--- config.mk ---
export PLATFORM = sky130hd
export DESIGN_NAME = spi_game_link
export DESIGN_NICKNAME = d
export VERILOG_FILES = /design/src/rtl/spi_game_link.sv
export SDC_FILE = /design/constraint.sdc
export NUM_CORES = 1
export LEC_CHECK = 0
export BUFFER_PORTS_ARGS = -buffer_cell sky130_fd_sc_hd__buf_4
export CAP_MARGIN = 20
export CORE_ASPECT_RATIO = 2
export CORE_MARGIN = 2
export CORE_UTILIZATION = 55
export CTS_CLUSTER_DIAMETER = 50
export DETAILED_ROUTE_END_ITERATION = 8
export PLACE_DENSITY = 0.74
export SLEW_MARGIN = 40
export SYNTH_ARGS = -nofsm -noshare
export SYNTH_HDL_FRONTEND = slang
export SYNTH_SLANG_ARGS = --single-unit
--- constraint.sdc ---
create_clock -name iCLK -period 2.24 [get_ports iCLK]
set_input_delay 0.224 -clock iCLK [delete_from_list [all_inputs] [get_ports iCLK]]
set_output_delay 0.224 -clock iCLK [all_outputs]
set_load 0.01 [all_outputs]
--- src/rtl/spi_game_link.sv ---
// spi_game_link: mode-0 SPI slave carrying PIC32 game state (status, jump, acc) into the LCD clock domain.
// Define SPI_GAME_LINK_READBACK_EN to build the MISO readback path; otherwise MISO is tied low.
module spi_game_link #(
   parameter int unsigned SYNC_STAGES = 2,
   parameter logic [7:0]  ID_BYTE     = 8'hA5
) (
   input  logic       iCLK,
   input  logic       iRST_n,
   input  logic       iSPI_SCK,
   input  logic       iSPI_CS_n,
   input  logic       iSPI_MOSI,
   output logic       oSPI_MISO,
   output logic [7:0] oSPI_game_status,
   output logic [7:0] oSPI_jump,
   output logic [7:0] oSPI_acc,
   output logic       oUpdate,
   output logic       oFrame_err
);

   typedef enum logic [1:0] {IDLE, CMD, DATA, HOLD} state_t;

   logic [SYNC_STAGES-1:0] sck_sync_reg;
   logic [SYNC_STAGES-1:0] cs_sync_reg;
   logic [SYNC_STAGES-1:0] mosi_sync_reg;
   logic                   sck_prev_reg;
   logic                   cs_prev_reg;

   logic sck_s, cs_s, mosi_s;
   logic sck_rise, cs_fall;

   state_t     state_reg;
   logic [3:0] bit_cnt_reg;
   logic [7:0] shift_reg;
   logic       cmd_wr_reg;
   logic [1:0] cmd_addr_reg;
   logic       update_reg;
   logic       frame_err_reg;

   logic [7:0] shift_next;
   logic       cmd_edge, last_edge, wr_commit, abort;

   // Synchronizers reset to the bus idle levels so no spurious edge follows reset.
   always_ff @(posedge iCLK or negedge iRST_n) begin
      if (!iRST_n) begin
         sck_sync_reg  <= '0;
         cs_sync_reg   <= '1;
         mosi_sync_reg <= '0;
         sck_prev_reg  <= 1'b0;
         cs_prev_reg   <= 1'b1;
      end else begin
         sck_sync_reg  <= {sck_sync_reg[SYNC_STAGES-2:0], iSPI_SCK};
         cs_sync_reg   <= {cs_sync_reg[SYNC_STAGES-2:0], iSPI_CS_n};
         mosi_sync_reg <= {mosi_sync_reg[SYNC_STAGES-2:0], iSPI_MOSI};
         sck_prev_reg  <= sck_s;
         cs_prev_reg   <= cs_s;
      end
   end

   assign sck_s    = sck_sync_reg[SYNC_STAGES-1];
   assign cs_s     = cs_sync_reg[SYNC_STAGES-1];
   assign mosi_s   = mosi_sync_reg[SYNC_STAGES-1];
   assign sck_rise = sck_s & ~sck_prev_reg;
   assign cs_fall  = ~cs_s & cs_prev_reg;

   assign shift_next = {shift_reg[6:0], mosi_s};
   assign cmd_edge   = (state_reg == CMD)  && sck_rise && (bit_cnt_reg == 4'd7);
   assign last_edge  = (state_reg == DATA) && sck_rise && (bit_cnt_reg == 4'd15);
   assign wr_commit  = last_edge && cmd_wr_reg && (cmd_addr_reg != 2'd3);

   // A 16th edge landing together with CS_n high still completes the frame.
   assign abort = cs_s && !last_edge &&
                  ((state_reg == DATA) ||
                   ((state_reg == CMD) && ((bit_cnt_reg != 4'd0) || sck_rise)));

   always_ff @(posedge iCLK or negedge iRST_n) begin
      if (!iRST_n) begin
         state_reg     <= IDLE;
         bit_cnt_reg   <= 4'd0;
         shift_reg     <= 8'h00;
         cmd_wr_reg    <= 1'b0;
         cmd_addr_reg  <= 2'd0;
         update_reg    <= 1'b0;
         frame_err_reg <= 1'b0;
      end else begin
         update_reg    <= wr_commit;
         frame_err_reg <= abort;
         if ((state_reg != IDLE) && cs_s) begin
            state_reg <= IDLE;
         end else begin
            case (state_reg)
               IDLE: begin
                  if (cs_fall) begin
                     state_reg   <= CMD;
                     bit_cnt_reg <= 4'd0;
                     shift_reg   <= 8'h00;
                  end
               end
               CMD, DATA: begin
                  if (sck_rise) begin
                     shift_reg   <= shift_next;
                     bit_cnt_reg <= bit_cnt_reg + 4'd1;
                     if (cmd_edge) begin
                        cmd_wr_reg   <= shift_next[7];
                        cmd_addr_reg <= shift_next[1:0];
                        state_reg    <= DATA;
                     end
                     if (last_edge) begin
                        state_reg <= HOLD;
                     end
                  end
               end
               default: ;
            endcase
         end
      end
   end

   // Register bank: the write lands on the cycle after the 16th edge is seen.
   genvar gi;
   for (gi = 0; gi < 3; gi++) begin : g_reg
      logic [7:0] value_reg;
      always_ff @(posedge iCLK or negedge iRST_n) begin
         if (!iRST_n) begin
            value_reg <= 8'h00;
         end else if (wr_commit && (cmd_addr_reg == 2'(gi))) begin
            value_reg <= shift_next;
         end
      end
   end

   assign oSPI_game_status = g_reg[0].value_reg;
   assign oSPI_jump        = g_reg[1].value_reg;
   assign oSPI_acc         = g_reg[2].value_reg;
   assign oUpdate          = update_reg;
   assign oFrame_err       = frame_err_reg;

`ifdef SPI_GAME_LINK_READBACK_EN
   logic       sck_fall;
   logic [7:0] read_value;
   logic [7:0] miso_shift_reg;
   logic       read_active_reg;

   assign sck_fall = ~sck_s & sck_prev_reg;

   always_comb begin
      case (shift_next[1:0])
         2'd0:    read_value = g_reg[0].value_reg;
         2'd1:    read_value = g_reg[1].value_reg;
         2'd2:    read_value = g_reg[2].value_reg;
         default: read_value = ID_BYTE;
      endcase
   end

   // Loaded at the 8th edge; the falling edge right after it is skipped so bit 7 is seen on edge 9.
   always_ff @(posedge iCLK or negedge iRST_n) begin
      if (!iRST_n) begin
         miso_shift_reg  <= 8'h00;
         read_active_reg <= 1'b0;
      end else if (cs_s || last_edge) begin
         miso_shift_reg  <= 8'h00;
         read_active_reg <= 1'b0;
      end else if (cmd_edge) begin
         read_active_reg <= ~shift_next[7];
         miso_shift_reg  <= shift_next[7] ? 8'h00 : read_value;
      end else if (read_active_reg && sck_fall && (bit_cnt_reg != 4'd8)) begin
         miso_shift_reg <= {miso_shift_reg[6:0], 1'b0};
      end
   end

   assign oSPI_MISO = read_active_reg & miso_shift_reg[7];
`else
   logic unused_id;
   assign unused_id = ^ID_BYTE;
   assign oSPI_MISO = 1'b0;
`endif

endmodule
==> flow_metrics.py, run 1 <==
metrics = {
    "run_status": {
        "run_status": "finished clean",
    },
    "final_layout": {
        "count_of_fill_cells_added_during_filler_insertion": 302,
        "final_common_cell": "dfrtp_1",
        "nets": 203,
        "mostFrequentLayoutCells": "47 x dfrtp_1, 31 x buf_4, 26 x mux2_2, 21 x nand2_1, 11 x o21ai_0",
        "area.growth.synth_to_final_pct": 17.38,
        "layoutNonFillerInstCount": 242,
        "antennaDiodeCount": 0,
        "post-route-cell-area_mm2": 0.002467,
        "drive_above_1_share": 0.3886,
    },
    "global_routing": {
        "via_count_of_the_first_global_routing_pass": 1380,
        "grt_pass1_wl_mm": 6.644,
        "antenna_found_initial": 0,
        "grt-ovfl-total": 0,
        "grt_max_degree": 51,
        "grtUsageTotal": 0.2131,
    },
    "placed_design": {
        "placement.io_buffers": 30,
        "placed_inst_area_mm2": 0.002366,
        "place_inst": 233,
        "post-dp-hpwl_mm": 2.863,
        "routabilityCongestion": 0.6952,
    },
    "synth": {
        "async_reset_ff_frac": 1.000,
        "synth_enable_flop_cells": 0,
        "dominant_register_cell_in_the_synthesized_netlist": "dfrtp_1",
        "ys.warnings.count": 0,
        "postSynthRegisterBits": 50,
        "netlist_area_mm2": 0.002102,
        "synthDistinctLibCells": 32,
        "synth.yosys.seq_area_share": 0.5970,
        "avgSynthCellArea_um2": 13.30,
        "synthesis.nets": 169,
        "syn-instance-count": 158,
    },
    "detailed_routing": {
        "drc": 0,
        "route.vias.total": 1303,
        "drt_wl_total_mm": 3.965,
        "initialDrtViolationCount": 22,
        "firstDrtPassIters": 4,
        "via_per_inst": 5.384,
        "antenna_left": 0,
        "route.detailed.wl_per_inst_um": 16.38,
    },
    "worst_setup_path": {
        "critical_path_required_ns": 2.48,
        "critical_path.startpoint_type": "flop",
        "worstSetupPathType": "flop to flop",
        "worst_ep_arrival_time_ns": 2.21,
        "path_max_fanout": 22,
        "endpoint_kind": "flop",
    },
    "floorplanning": {
        "die_y_um": 91.43,
        "initial_utilization": 0.5765,
        "floorplan.die_area_mm2": 0.004363,
        "core_region_area_mm2": 0.003646,
        "floorplan.rows": 31,
        "die-width_um": 47.72,
        "floorplan.io_pins": 32,
    },
    "sta": {
        "clock-skew-final_ns": 0.004009,
        "worst_pin_slew_ns": 0.6140,
        "slew_viol_final": 0,
        "hold_viol_final": 0,
        "timing.final.crit_share": 0.8804,
        "slew-limit-headroom": 0.5907,
        "rsz0062_at_grt": "no",
        "period_needed_ns": 1.972,
        "fmax_mhz": 507.1,
        "totalNegativeSetupSlack_ns": 0,
        "setup_viol": 0,
    },
    "clocking": {
        "cts_htree_levels": 2,
        "cts_tree": "yes",
        "worstSkewPairLatency_ns": 0.29,
        "clock_sinks": 50,
        "cts_made_buffers": 5,
        "cts.root.buffer_cell": "clkbuf_8",
        "post_cts_setup_buffers": 0,
        "ctsLongestPathBuffers": 2,
        "worst_setup_hold_path_clk_slew_ns": 0.09,
        "total_of_cells_resized_after_clock_tree_synthesis": 0,
    },
    "power": {
        "power.combinational.fraction": 0.252,
        "total_leakage_power_nw": 1.309,
        "pwr-share-seq": 0.510,
        "intPower_mw": 1.477,
        "power.ir.vdd_worst_uv": 677.1,
        "power.net_switching_mw": 0.7358,
        "power_density_mw_per_mm2": 897.0,
        "pwr-share-clk": 0.238,
        "switching_share": 0.3325,
        "p_total_mw": 2.213,
    },
    "flow_run": {
        "max_cap_viol_count": 0,
    },
    "hold_path": {
        "hold_path_class": "primary input to flop",
    },
}
## worst max-delay path: stages (launching register included)
cell and delay [ns]:
dfrtp_1 0.40, inv_1 0.08, ha_1 0.24, nor2b_1 0.14, a2111o_1 0.65, o21ai_0 0.26
a22o_1 0.14
## through the flow
stage	setup WS, ns	hold slack, ns	utilization
after floorplan	0.5336	-0.07159	-
after global placement	0.3144	0.2649	0.6489
after detailed placement	0.2674	0.2724	0.6489
after CTS	0.2571	0.02603	0.6767
after global routing	0.09211	0.01228	0.6767
final	0.2679	0.02857	0.6767
## power groups by stage
stage | logic [mW] | clock network (mW) | registers (mW)
after detailed placement | 0.554 | 0 | 1.15
after CTS | 0.561 | 0.530 | 1.13
after global routing | 0.627 | 0.579 | 1.15
after floorplan | 0.434 | 0 | 1.10
after global placement | 0.518 | 0 | 1.14
final | 0.557 | 0.527 | 1.13
## cells in the mapped netlist, types with 2 or more instances
master	number	area, um2
dfrtp_1	47	1176
nand2b_1	2	12.51
nand3_1	3	15.01
ha_1	6	75.07
dfstp_2	3	78.83
mux2_2	26	292.8
o21ai_0	11	55.05
nand3b_4	2	40.04
mux2_1	2	22.52
inv_1	5	18.77
nand2_1	21	78.83
nor2b_1	3	18.77
nor2_1	2	7.510
a22o_1	2	17.52
a21oi_1	4	20.02
clkbuf_1	3	11.26
## path summary, 6_finish.rpt
path	startpoint	to	slack, ns	cells after the start
worst max-delay path	state_reg[0]$_DFFE_PN0P_	bit_cnt_reg[2]$_DFFE_PN0P_	0.27	6
min in group asynchronous	iRST_n	sck_sync_reg[1]$_DFF_PN0_	0.47	2
worst max register to register	state_reg[0]$_DFFE_PN0P_	bit_cnt_reg[2]$_DFFE_PN0P_	0.27	6
worst min register to register	cs_sync_reg[0]$_DFF_PN1_	cs_sync_reg[1]$_DFF_PN1_	0.36	0
worst min-delay path	iSPI_CS_n	cs_sync_reg[0]$_DFF_PN1_	0.03	1
max in group asynchronous	iRST_n	oSPI_acc[0]$_DFFE_PN0P_	1.35	2
## area by class of cell
| cell class | count | area (um2) | share of cell area |
|---|---|---|---|
| well taps | 49 | 61.31 | 0.02485 |
| inverters | 5 | 18.77 | 0.007606 |
| flip-flops and latches | 50 | 1255 | 0.5086 |
| multi-input cells | 98 | 798.3 | 0.3235 |
| clock buffers | 7 | 86.33 | 0.03499 |
| repair buffers | 32 | 242.7 | 0.09838 |
| clock inverters | 1 | 5.005 | 0.002028 |
## routing by layer
| metal | track usage | vias to the layer above | wire length, um |
|---|---|---|---|
| li1 | - | 609 | - |
| met1 | 0.2575 | 669 | 1501 |
| met2 | 0.3633 | 20 | 2331 |
| met3 | 0.03579 | 5 | 69 |
| met4 | 0.06757 | 0 | 62 |
| met5 | 0 | - | 0 |
## what timing repair did
| action | in CTS | in global routing |
|---|---|---|
| hold buffers | 1 | 0 |
| endpoints found under the setup margin | 0 | 0 |
| endpoints found under the hold margin | 47 | 0 |
## logic make-up after synthesis
logic type | after synthesis | share of synthesized area
mux | 29 | 0.1571
compound gates | 21 | 0.06012
flops | 50 | 0.5970
simple gates | 41 | 0.1250
other cells | 1 | 0.001784
fa+ha+maj | 6 | 0.03571
buf+inv | 10 | 0.02322
Power figures use the tool's default switching activity.
==> run 2: changes to the inputs <==
- SLEW_MARGIN: 40 -> 20
- clock period: 2.24 -> 1.85 ns (I/O delays scaled with it)
==> flow_metrics.py, run 2 (synthesis gave the netlist of run 1 again) <==
metrics = {
    "worst_setup_path": {
        "path_max_fanout": 4,
        "path_buf_inv": 1,
        "crit_slowest_cell": "dfrtp_1",
        "worst_ep_arrival_time_ns": 1.98,
        "crit_chain": "inv_2, ha_4, nor2b_1, a311oi_2, a21oi_1, mux2_1",
        "endpoint_kind": "flop",
        "critical_path.startpoint_type": "flop",
        "reg2regPathDepth": 6,
        "worstSetupPathType": "flop to flop",
        "cell_class_contributing_the_biggest_share_of_worst_path_delay": "flip-flops",
        "crit_cells": 6,
        "slowest_delay_ns": 0.44,
        "critical_path_required_ns": 2.03,
    },
    "power": {
        "p_total_mw": 3.210,
        "power.combinational.fraction": 0.287,
        "switching_share": 0.3063,
        "pwr-share-clk": 0.288,
        "power.ir.vdd_worst_uv": 951.6,
        "intPower_mw": 2.227,
        "total_leakage_power_nw": 1.383,
        "pwr-share-seq": 0.425,
        "power.net_switching_mw": 0.9832,
        "power_density_mw_per_mm2": 1206,
    },
    "clocking": {
        "cts_made_buffers": 5,
        "clock_sinks": 50,
        "worst_setup_hold_path_clk_slew_ns": 0.09,
        "worstSkewPairLatency_ns": 0.30,
        "cts_htree_levels": 2,
        "cts.root.buffer_cell": "clkbuf_8",
        "cts_tree": "yes",
        "ctsLongestPathBuffers": 2,
    },
    "sta": {
        "clock-skew-final_ns": 0.008207,
        "worst_hold_slack_ns": 0.3599,
        "final_setup_margin_ns": 0.04354,
        "timing.final.crit_share": 0.9765,
        "totalNegativeSetupSlack_ns": 0,
        "hold_viol_final": 0,
        "worst_pin_slew_ns": 0.6069,
        "rsz0062_at_grt": "no",
        "fmax_mhz": 553.6,
        "slew_viol_final": 0,
        "period_needed_ns": 1.806,
        "setup_viol": 0,
        "slew-limit-headroom": 0.5954,
    },
    "final_layout": {
        "area.growth.synth_to_final_pct": 26.67,
        "multi_input_comb_area_um2": 834.6,
        "drive_above_1_share": 0.4510,
        "final_common_cell": "dfrtp_1",
        "layoutNonFillerInstCount": 253,
        "final-seq-area_mm2": 0.001256,
        "antennaDiodeCount": 0,
        "post-route-cell-area_mm2": 0.002663,
        "count_of_fill_cells_added_during_filler_insertion": 274,
        "nets": 214,
        "final_core_utilization": 0.7303,
        "mostFrequentLayoutCells": "46 x dfrtp_1, 37 x buf_4, 26 x mux2_2, 21 x nand2_1, 9 x o21ai_0",
    },
    "global_routing": {
        "grt_max_degree": 51,
        "grt_pass1_wl_mm": 6.486,
        "grt-ovfl-total": 0,
        "via_count_of_the_first_global_routing_pass": 1398,
        "antenna_found_initial": 0,
        "grtUsageTotal": 0.2103,
    },
    "placed_design": {
        "post-dp-hpwl_mm": 2.869,
        "routabilityCongestion": 0.7411,
        "placement.io_buffers": 30,
        "place_inst": 237,
        "placement.setup.worst_slack_ns": -0.08292,
        "placed_inst_area_mm2": 0.002409,
    },
    "detailed_routing": {
        "firstDrtPassIters": 4,
        "route.detailed.wl_per_inst_um": 16.02,
        "antenna_left": 0,
        "drc": 0,
        "drt_wl_total_mm": 4.054,
        "route.vias.total": 1326,
        "via_per_inst": 5.241,
        "initialDrtViolationCount": 19,
    },
    "floorplanning": {
        "initial_utilization": 0.5765,
        "floorplan.rows": 31,
        "core_region_area_mm2": 0.003646,
        "floorplan.io_pins": 32,
        "floorplan.die_area_mm2": 0.004363,
        "die-width_um": 47.72,
        "die_y_um": 91.43,
    },
    "hold_path": {
        "hold_path_class": "flop to flop",
        "holdPathStages": 0,
    },
    "run_status": {
        "run_status": "finished clean",
    },
    "flow_run": {
        "max_cap_viol_count": 0,
    },
}
[run 2: changes by cell type in the layout (fill, tap and decap cells not counted), sizes merged]
cell         delta
buf             +8
dlygate4sd3     +3
bufinv          +2
clkbuf          -1
clkinv          -1
[run 2: area by class of cell]
| cell class | count | share of cell area |
|---|---|---|
| timing repair buffer | 43 | 0.1311 |
| clock inverter | 2 | 0.02256 |
| multi-input combinational | 98 | 0.3134 |
| inverter | 5 | 0.007049 |
| sequential | 50 | 0.4718 |
| clock buffer | 6 | 0.03102 |
| tap | 49 | 0.02303 |
[run 2: worst paths after layout]
path,endpoint,slack [ns],start
worst max-delay path,state_reg[0]$_DFFE_PN0P_,0.04,state_reg[0]$_DFFE_PN0P_
worst min-delay path,cs_sync_reg[1]$_DFF_PN1_,0.36,cs_sync_reg[0]$_DFF_PN1_
worst max register to register,state_reg[0]$_DFFE_PN0P_,0.04,state_reg[0]$_DFFE_PN0P_
worst min register to register,cs_sync_reg[1]$_DFF_PN1_,0.36,cs_sync_reg[0]$_DFF_PN1_
max in group asynchronous,state_reg[1]$_DFFE_PN0P_,0.97,iRST_n
min in group asynchronous,sck_sync_reg[0]$_DFF_PN0_,0.43,iRST_n
[run 2: timing repair]
item                       4_1_cts  5_1_grt
pin swaps                        0        3
cloned                           0        0
hold buffers                     4        0
setup endpoints to repair        2       12
hold endpoints to repair        50        0
gates resized for setup          2       10
buffers inserted                 2        2
[run 2: power by group through the flow]
| stage | clock network, mW | logic [mW] | registers, mW |
|---|---|---|---|
| after global routing | 0.978 | 1.02 | 1.38 |
| after global placement | 0 | 0.671 | 1.36 |
| after floorplan | 0 | 0.526 | 1.33 |
| after detailed placement | 0 | 0.730 | 1.38 |
| final | 0.925 | 0.921 | 1.36 |
| after CTS | 0.940 | 0.783 | 1.35 |
[run 2: metal layers]
| metal | track usage | vias to the layer above | share of wire |
|---|---|---|---|
| met5 | 0 | - | 0 |
| li1 | - | 638 | - |
| met3 | 0.04573 | 8 | 0.024 |
| met2 | 0.3356 | 26 | 0.56 |
| met1 | 0.2551 | 654 | 0.39 |
| met4 | 0.09910 | 0 | 0.024 |
==> run 3: changes to the inputs <==
- CORE_UTILIZATION: 55 -> 25
- PLACE_DENSITY: 0.74 -> 0.38
==> flow_metrics.py, run 3 (synthesis gave the netlist of run 1 again) <==
metrics = {
    "run_status": {
        "run_status": "finished clean",
    },
    "placed_design": {
        "routabilityCongestion": 0.7113,
        "post-dp-hpwl_mm": 3.256,
        "placement.setup.worst_slack_ns": -0.01747,
        "placement.io_buffers": 30,
    },
    "hold_path": {
        "worstHoldStart": "mosi_sync_reg[0]$_DFF_PN0_",
        "holdPathStages": 0,
        "hold_path_class": "flop to flop",
    },
    "detailed_routing": {
        "route.vias.total": 1362,
        "initialDrtViolationCount": 36,
        "antenna_left": 0,
        "route.detailed.wl_per_inst_um": 15.18,
        "firstDrtPassIters": 3,
        "drt_wl_total_mm": 4.631,
        "drc": 0,
        "via_per_inst": 4.466,
    },
    "sta": {
        "worst_pin_slew_ns": 0.6487,
        "worst_hold_slack_ns": 0.3526,
        "hold_viol_final": 0,
        "period_needed_ns": 1.836,
        "setup_viol": 0,
        "slew-limit-headroom": 0.5675,
        "fmax_mhz": 544.8,
        "clock-skew-final_ns": 0.003819,
        "timing.final.crit_share": 0.9922,
        "slew_viol_final": 0,
        "final_setup_margin_ns": 0.01447,
        "totalNegativeSetupSlack_ns": 0,
    },
    "power": {
        "p_total_mw": 3.210,
        "total_leakage_power_nw": 1.402,
        "power_density_mw_per_mm2": 1167,
        "power.ir.vdd_worst_uv": 482.1,
    },
    "final_layout": {
        "mostFrequentLayoutCells": "47 x dfrtp_1, 40 x buf_4, 26 x mux2_2, 21 x nand2_1, 8 x o21ai_0",
        "antennaDiodeCount": 0,
        "nets": 217,
        "area.growth.synth_to_final_pct": 30.89,
        "count_of_fill_cells_added_during_filler_insertion": 849,
        "final_common_cell": "dfrtp_1",
        "drive_above_1_share": 0.4444,
    },
    "clocking": {
        "worstSkewPairLatency_ns": 0.29,
        "worst_setup_hold_path_clk_slew_ns": 0.06,
        "cts_htree_levels": 2,
        "clock_sinks": 50,
        "cts.root.buffer_cell": "clkbuf_16",
        "cts_made_buffers": 5,
        "cts_tree": "yes",
        "ctsLongestPathBuffers": 2,
    },
    "worst_setup_path": {
        "endpoint_kind": "flop",
        "slowest_delay_ns": 0.40,
        "worst_ep_arrival_time_ns": 2.01,
        "critical_path_required_ns": 2.02,
        "crit_chain": "buf_4, ha_2, mux2_2, a311oi_2, a21oi_2, mux2_1",
        "path_buf_inv": 1,
        "crit_cells": 6,
        "setup.reg_to_reg.worst_slack_ns": 0.01,
        "crit_slowest_cell": "dfrtp_1",
        "cell_class_contributing_the_biggest_share_of_worst_path_delay": "multiplexers",
        "worstSetupStartpoint": "state_reg[1]$_DFFE_PN0P_",
        "reg2regPathDepth": 6,
        "regToRegStartpoint": "state_reg[1]$_DFFE_PN0P_",
        "critical_path.startpoint_type": "flop",
        "worstSetupPathType": "flop to flop",
        "path_max_fanout": 5,
    },
    "floorplanning": {
        "floorplan.io_pins": 32,
        "floorplan.die_area_mm2": 0.009202,
        "initial_utilization": 0.2553,
        "die_y_um": 133.7,
        "die-width_um": 68.84,
        "floorplan.rows": 47,
        "core_region_area_mm2": 0.008233,
    },
    "flow_run": {
        "max_cap_viol_count": 0,
    },
    "global_routing": {
        "grt_max_degree": 51,
        "via_count_of_the_first_global_routing_pass": 1483,
        "grt_pass1_wl_mm": 7.596,
        "antenna_found_initial": 0,
        "grtUsageTotal": 0.1152,
        "grt-ovfl-total": 0,
    },
}
-- run 3: changes by cell type in the layout (fill, tap and decap cells not counted), moves of 2 or more --
cell       before  now
clkbuf_1        0    2
buf_4          37   40
clkbuf_16       0    5
clkbuf_8        6    1
bufinv_16       2    0
-- run 3: report_power, final --
| part | total [mW] | switching (mW) | internal (mW) |
|---|---|---|---|
| Clock | 0.923 | 0.383 | 0.540 |
| Sequential | 1.33 | 0.116 | 1.22 |
| Combinational | 0.953 | 0.501 | 0.453 |
-- run 3: path summary, 6_finish.rpt --
check | end
setup / recovery | state_reg[0]$_DFFE_PN0P_
hold / removal | mosi_sync_reg[1]$_DFF_PN0_
setup reg to reg | state_reg[0]$_DFFE_PN0P_
hold reg to reg | mosi_sync_reg[1]$_DFF_PN0_
max in group asynchronous | oSPI_jump[0]$_DFFE_PN0P_
min in group asynchronous | sck_sync_reg[0]$_DFF_PN0_
-- run 3: layer usage --
| metal | up-vias | GRT usage | wire, um |
|---|---|---|---|
| met4 | 0 | 0.06100 | 112 |
| met5 | - | 0 | 0 |
| met3 | 6 | 0.02365 | 96 |
| li1 | 640 | - | - |
| met1 | 699 | 0.1141 | 1646 |
| met2 | 17 | 0.2105 | 2776 |
-- run 3: through the flow --
| step | instance area (um2) | cells | util |
|---|---|---|---|
| floorplan | 2102 | 158 | - |
| global placement | 2482 | 286 | 0.3015 |
| detailed placement | 2482 | 286 | 0.3015 |
| CTS | 2686 | 300 | 0.3263 |
| global route | 2751 | 305 | 0.3342 |
| finish | 2751 | 305 | 0.3342 |
-- run 3: area by class of cell --
cell class,instances,area [um2],area share
timing repair buffer,46,380.4,0.1382
multi-input combinational,98,828.3,0.3010
sequential,50,1255,0.4561
tap,98,122.6,0.04457
inverter,5,18.77,0.006821
clock buffer,8,146.4,0.05321
-- run 3: repair_timing --
item / in CTS / in global routing
pin swaps: 2 / 2
setup endpoints to repair: 8 / 31
endpoints found under the hold margin: 50 / 0
hold buffers: 4 / 0
buffers inserted: 2 / 5
resized for setup: 1 / 9
